<file path="src/rtl/cs_window.sv">
// Sliding-window accumulator: keeps the last DEPTH samples and their sum, and outputs
// (sum + DEPTH*appr) >> SHIFT. Define CS_ROUND_EN to round half-up with saturation instead of truncating.
module cs_window #(
  parameter int DW    = 8,
  parameter int DEPTH = 9,
  parameter int SHIFT = 3,
  localparam int SW   = DW + $clog2(DEPTH),
  localparam int YW   = SW + 1 - SHIFT
) (
  input  logic          clk,
  input  logic          reset,
  input  logic          clr,
  input  logic          x_valid,
  input  logic [DW-1:0] X,
  output logic [YW-1:0] Y,
  output logic          y_valid
);

  localparam int CW = $clog2(DEPTH + 1);
  localparam int TW = SW + 1;

  logic [DEPTH-1:0][DW-1:0] r_win;
  logic [SW-1:0]            r_sum;
  logic [CW-1:0]            r_cnt;
  logic                     r_acc;

  logic [DW-1:0]            w_avg;
  logic [DW-1:0]            w_appr;
  logic [TW-1:0]            w_total;
  logic [YW-1:0]            w_y;
  logic                     w_full;

  assign w_avg   = DW'(r_sum / SW'(DEPTH));
  assign w_total = TW'(r_sum) + TW'(DEPTH) * TW'(w_appr);
  assign w_full  = (r_cnt == CW'(DEPTH));

  // The window minimum never exceeds the average, so at least one sample qualifies.
  always_comb begin
    w_appr = '0;
    for (int i = 0; i < DEPTH; i++) begin
      if ((r_win[i] <= w_avg) && (r_win[i] > w_appr)) begin
        w_appr = r_win[i];
      end
    end
  end

`ifdef CS_ROUND_EN
  logic [TW:0]   w_rnd;
  logic [YW:0]   w_rsh;

  assign w_rnd = {1'b0, w_total} + (TW + 1)'(2 ** (SHIFT - 1));
  assign w_rsh = (YW + 1)'(w_rnd >> SHIFT);
  assign w_y   = w_rsh[YW] ? '1 : w_rsh[YW-1:0];
`else
  assign w_y = YW'(w_total >> SHIFT);
`endif

  // r_acc marks an accept at the previous edge; the result is taken one edge later.
  always_ff @(posedge clk or posedge reset) begin
    if (reset) begin
      r_win   <= '0;
      r_sum   <= '0;
      r_cnt   <= '0;
      r_acc   <= 1'b0;
      Y       <= '0;
      y_valid <= 1'b0;
    end else begin
      y_valid <= r_acc && w_full;
      if (r_acc && w_full) begin
        Y <= w_y;
      end

      if (clr) begin
        r_win <= '0;
        r_sum <= '0;
        r_cnt <= '0;
        r_acc <= 1'b0;
      end else if (x_valid) begin
        r_win <= {r_win[DEPTH-2:0], X};
        r_sum <= r_sum - SW'(r_win[DEPTH-1]) + SW'(X);
        if (!w_full) begin
          r_cnt <= r_cnt + 1'b1;
        end
        r_acc <= 1'b1;
      end else begin
        r_acc <= 1'b0;
      end
    end
  end

endmodule
</file>
<file path="config.mk">
export PLATFORM = sky130hd
export DESIGN_NAME = cs_window
export DESIGN_NICKNAME = d
export VERILOG_FILES = /design/src/rtl/cs_window.sv
export SDC_FILE = /design/constraint.sdc
export NUM_CORES = 1
export LEC_CHECK = 0
export ABC_AREA = 1
export CAP_MARGIN = 20
export CELL_PAD_IN_SITES_DETAIL_PLACEMENT = 2
export CELL_PAD_IN_SITES_GLOBAL_PLACEMENT = 2
export CORE_ASPECT_RATIO = 1.4
export CORE_MARGIN = 1
export CORE_UTILIZATION = 25
export CTS_CLUSTER_DIAMETER = 30
export DETAILED_ROUTE_END_ITERATION = 6
export GPL_ROUTABILITY_DRIVEN = 0
export PLACE_DENSITY = 0.68
export RECOVER_POWER = 100
export SLEW_MARGIN = 15
export SYNTH_ARGS = -nofsm -noshare
export SYNTH_HDL_FRONTEND = slang
export SYNTH_SLANG_ARGS = --single-unit
</file>
<file path="constraint.sdc">
create_clock -name clk -period 23.3 [get_ports clk]
set_clock_uncertainty 0.15 [all_clocks]
set_input_delay 4.66 -clock clk [delete_from_list [all_inputs] [get_ports clk]]
set_output_delay 4.66 -clock clk [all_outputs]
set_load 0.01 [all_outputs]
</file>
==> results of run 1 <==
## cells in the mapped netlist (2+ instances only)
cell                       count  area [sq um]
sky130_fd_sc_hd__a211oi_1      7          52.6
sky130_fd_sc_hd__a21o_1        2          15.0
sky130_fd_sc_hd__a21oi_1      72           360
sky130_fd_sc_hd__a31oi_1       4          25.0
sky130_fd_sc_hd__and2_1        4          25.0
sky130_fd_sc_hd__buf_1         4          15.0
sky130_fd_sc_hd__buf_6         2          22.5
sky130_fd_sc_hd__clkbuf_1     22          82.6
sky130_fd_sc_hd__dfrtp_1     100          2500
sky130_fd_sc_hd__fa_1         13           260
sky130_fd_sc_hd__ha_1        165          2060
sky130_fd_sc_hd__inv_1       225           845
sky130_fd_sc_hd__inv_2        17          63.8
sky130_fd_sc_hd__nand2_1     329          1230
sky130_fd_sc_hd__nand2_2      17           106
sky130_fd_sc_hd__nand2_4       6          67.6
sky130_fd_sc_hd__nand3_1     109           546
sky130_fd_sc_hd__nand3_2       3          30.0
sky130_fd_sc_hd__nand3b_1      9          67.6
sky130_fd_sc_hd__nand4_1      23           144
sky130_fd_sc_hd__nor2_1       79           297
sky130_fd_sc_hd__nor2_2        3          18.8
sky130_fd_sc_hd__nor2_4        8          90.1
sky130_fd_sc_hd__nor3_1       16          80.1
sky130_fd_sc_hd__nor3_2        2          20.0
sky130_fd_sc_hd__nor4_1        3          18.8
sky130_fd_sc_hd__o211ai_1      2          15.0
sky130_fd_sc_hd__o21a_1        3          22.5
sky130_fd_sc_hd__o21ai_0      89           445
sky130_fd_sc_hd__o21ai_1       6          30.0
sky130_fd_sc_hd__o21ai_2       4          35.0
sky130_fd_sc_hd__o21bai_1     12          90.1
sky130_fd_sc_hd__o221a_2       2          22.5
sky130_fd_sc_hd__o22ai_1      73           457
sky130_fd_sc_hd__o41ai_1       2          17.5
sky130_fd_sc_hd__or2_1         2          12.5
sky130_fd_sc_hd__xnor2_1       4          35.0
sky130_fd_sc_hd__xor2_1       10          87.6
## flip-flops by register name, indices dropped and copies added (netlist names)
register,count
r_win,72
r_sum,12
Y,10
r_cnt,4
y_valid,1
r_acc,1
## layout make-up
class	count	area [sq um]
Inverter	244	931
Sequential cell	100	2500
Timing Repair inverter	1	5.00
Clock inverter	5	60.1
Fill cell	4920	29400
Tap cell	540	676
Timing Repair Buffer	43	367
Multi-Input combinational cell	1097	7100
Clock buffer	11	253
## critical path: cells and delay by family, from the launching register on
family	cells	cell delay, ns
XOR/XNOR	1	0.24
adder cells (fa/ha/maj)	14	4.24
buffers and inverters	17	1.93
flip-flops	1	0.46
AO/OA/AOI/OAI	28	5.09
AND/OR/NAND/NOR	86	9.42
## metal layers
| layer | vias to the layer above | wire [um] | track usage, % |
|---|---|---|---|
| met4 | 0 | 1430 | 7.88 |
| met5 | - | 0 | 0 |
| met3 | 64 | 443 | 1.94 |
| met1 | 5167 | 15200 | 19.5 |
| li1 | 4980 | - | - |
| met2 | 91 | 22100 | 37.6 |
## cell families after synthesis
group,synth area share [%]
buffers and inverters,9.90
AOI/OAI and AO/OA,15.9
DFF,23.8
adders and majority gates,22.2
and+or+nand+nor,26.9
xor gates and xnor gates,1.32
## worst max path at each step
stage	from	end	slack [ns]	cells after the start
6_report	r_sum[9]	Y[5]	1.69	146
4_1_cts	r_sum[9]	Y[5]	0.0006	141
3_5_place_dp	r_sum[9]	Y[9]	-1.06	136
2_1_floorplan	r_sum[9]	Y[5]	3.05	149
5_1_grt	r_sum[9]	Y[5]	-0.13	147
3_3_place_gp	r_sum[9]	Y[9]	0.08	143
## timing repair
item,in CTS,in global routing
buffers inserted,0,9
gates resized for setup,32,45
pin swaps,0,5
setup endpoints to repair,10,10
cloned,0,1
hold buffers,0,0
## cells in the final DEF (no fill, tap or decap), types with 5 or more instances in the layout
| cell | count |
|---|---|
| sky130_fd_sc_hd__nor2_2 | 5 |
| sky130_fd_sc_hd__nand3_1 | 109 |
| sky130_fd_sc_hd__nand3b_1 | 9 |
| sky130_fd_sc_hd__nand2_4 | 12 |
| sky130_fd_sc_hd__nand2_1 | 320 |
| sky130_fd_sc_hd__inv_1 | 224 |
| sky130_fd_sc_hd__xor2_1 | 9 |
| sky130_fd_sc_hd__a21oi_1 | 67 |
| sky130_fd_sc_hd__o21bai_1 | 12 |
| sky130_fd_sc_hd__dlygate4sd3_1 | 16 |
| sky130_fd_sc_hd__o22ai_1 | 73 |
| sky130_fd_sc_hd__nand2_2 | 19 |
| sky130_fd_sc_hd__clkbuf_16 | 9 |
| sky130_fd_sc_hd__o21ai_1 | 29 |
| sky130_fd_sc_hd__dfrtp_1 | 99 |
| sky130_fd_sc_hd__buf_4 | 16 |
| sky130_fd_sc_hd__a21oi_2 | 5 |
| sky130_fd_sc_hd__clkdlybuf4s50_1 | 6 |
| sky130_fd_sc_hd__o21ai_0 | 57 |
| sky130_fd_sc_hd__ha_1 | 165 |
| sky130_fd_sc_hd__nor2_1 | 77 |
| sky130_fd_sc_hd__a211oi_1 | 7 |
| sky130_fd_sc_hd__inv_2 | 12 |
| sky130_fd_sc_hd__nor2_4 | 8 |
| sky130_fd_sc_hd__nor3_1 | 16 |
| sky130_fd_sc_hd__o21ai_2 | 12 |
| sky130_fd_sc_hd__nand4_1 | 23 |
| sky130_fd_sc_hd__fa_1 | 13 |
## per-stage QoR
stage	TNS, ns	hold WS, ns
after floorplan	0	0.362
after global placement	0	0.314
after detailed placement	-7.73	0.317
after CTS	0	0.340
after global routing	-0.289	0.363
final	0	0.326
==> results by stage, run 1 <==
Place:
- The placed wire-length estimate after detailed placement is roughly 32000 um.
- At the placement stage, the worst setup path has a slack of -1.06 ns.
- After detailed placement, the total cell area comes to around 11000 sq um.
- Buffers placed on the I/O ports in this run total 22.
- The placed instance count is 2015.

Final layout:
- The relative area change from synthesis to final layout is 13.3%.
- The final core utilization is slightly below 30%.
- The number of nets in the finished design is between 1.5k and 2k.
- The finished cells cover between 10000 and 15000 sq um.
- The count of antenna diodes in the layout is 0.
- The finished layout holds approximately 2.0k standard cells, fillers aside.
- Cells with a size suffix above 1 make up between 8 and 9% of the layout.

Clock network:
- The buffer cell driving the clock tree root is sky130_fd_sc_hd__clkbuf_16.
- Clock-pin slew was measured on the worst setup and hold paths at roughly 0.080 ns.
- The insertion delay of the later-clocked pin in the worst-skew pair is between 0.3 and 0.4 ns.
- The count of clock tree sinks is 100.
- The H-tree generated during clock tree synthesis spans 3 levels.
- The number of buffers created by CTS is 9.
- TritonCTS built the clock tree.
- The clock passes through at most 2 buffers.

STA:
- The max-slew violation count is 247.
- The number of endpoints with negative hold slack in the final report is 0.
- Measured against its own limit, the worst slew margin works out to -156%.
- The shortest period the worst path allows is between 20 and 25 ns.
- Once routing completed, OpenROAD measured the worst setup slack at roughly 1.7 ns.
- For the pin with the worst max-slew slack, the measured transition is a little under 4 ns.
- For this run, the top clock speed supported by timing is ~46 MHz.
- The number of setup violations in the final report is 0.
- The worst path uses around 93% of the clock period.

Synth:
- The netlist uses 54 different library cells.
- The flip-flop and latch count after synthesis is 100.
- The dominant register cell in the synthesized netlist is sky130_fd_sc_hd__dfrtp_1.
- The async set-or-reset flop fraction in the synthesized netlist is 100%.
- The synthesized design contains 0 enable-type register cells.
- Synthesis produced a netlist whose cell count is approximately 1.5k.
- The post-synthesis sequential area ratio is between 20% and 30%.
- A synthesized cell averages between 7 and 8 sq um.
- The area of the mapped netlist is 10500 sq um.
- The Yosys step of the flow raised 0 warnings.
- The number of nets in the synthesized netlist is ~1.7k.

Status:
- The flow ran to the end, but the final reports show violations.
- The final reports fail on capacitance limit, slew limit.

Global route:
- The wire length of the first global-routing pass is between 60000 and 70000 um.
- The global-route usage over all layers is a little under a fifth.
- The via count of the first global-routing pass was roughly 11k.
- For this run the aggregate overflow at the end of global routing stands at 0.
- Entering global routing, the biggest net connects 73 pins.
- The initial antenna violation count is 0.

Hold path:
- The worst hold path belongs to the class reg -> reg.
- The worst hold path was traced through 2 stages.
- The startpoint identified for the worst hold timing path is Y[1].
- For hold timing, the worst endpoint is Y[1].

Worst setup path:
- The worst path required time is 23.48 ns.
- The capturing element type of the critical path is a flip-flop.
- In this run the worst path has a maximum fanout of 16.
- The minimum setup slack among reg-to-reg paths is between 1.5 and 2 ns.
- The worst reg2reg path depth is roughly 150.
- The cell with the most instances on the worst path is sky130_fd_sc_hd__nand2_1.
- The critical path is of the reg -> reg type.
- The capture point of the worst reg-to-reg path is Y[5].
- Data arrives at the worst endpoint at between 20 and 25 ns.
- The kind of start point of the critical path is a flip-flop.
- The startpoint identified for the worst register-to-register timing path is r_sum[9].
- The cell at the slowest stage of the critical path is sky130_fd_sc_hd__dfrtp_2.
- On the worst path, the slowest cell contributes a delay of 0.46 ns.

Floorplan:
- The site row count is 88.
- The boundary pin count is 23.
- Once the floorplan was initialized, standard cells occupied between 20% and 30% of the core.
- The overall die area is around 43000 sq um.
- The core region area is 41300 sq um.
- From bottom edge to top edge, the die measures 244 um.
- The die width is 175 um.

Job:
- The number of max-capacitance violations reported is 4.

Route:
- Once detail routing completed, the nets flagged for antenna violations numbered 0.
- The DRC violation count after routing is 0.
- The routed layout has 10.3k vias.
- The starting DRC count in detailed routing is 298.
- Dividing the detail-routed via count by the number of cells gives roughly 5.0.
- The pre-antenna-repair detailed-routing pass consisted of 4 iterations.
- After detailed routing, the average wire length per cell comes to 19.2 um.
- The routed wire length is approximately 39000 um.
Power of run 1 is not shown: default switching activity piles up to over one toggle a cycle in this logic, so the estimate is an artifact.
==> inputs of run 2 (changes only) <==
--- a/config.mk
+++ b/config.mk
@@ -12,7 +12,6 @@
 export CORE_ASPECT_RATIO = 1.4
 export CORE_MARGIN = 1
 export CORE_UTILIZATION = 25
-export CTS_CLUSTER_DIAMETER = 30
 export DETAILED_ROUTE_END_ITERATION = 6
 export GPL_ROUTABILITY_DRIVEN = 0
 export PLACE_DENSITY = 0.68
==> results of run 2 <==
Final layout, timing and power as in run 1 (identical DEF).
Power of run 2 is left out for the same reason.
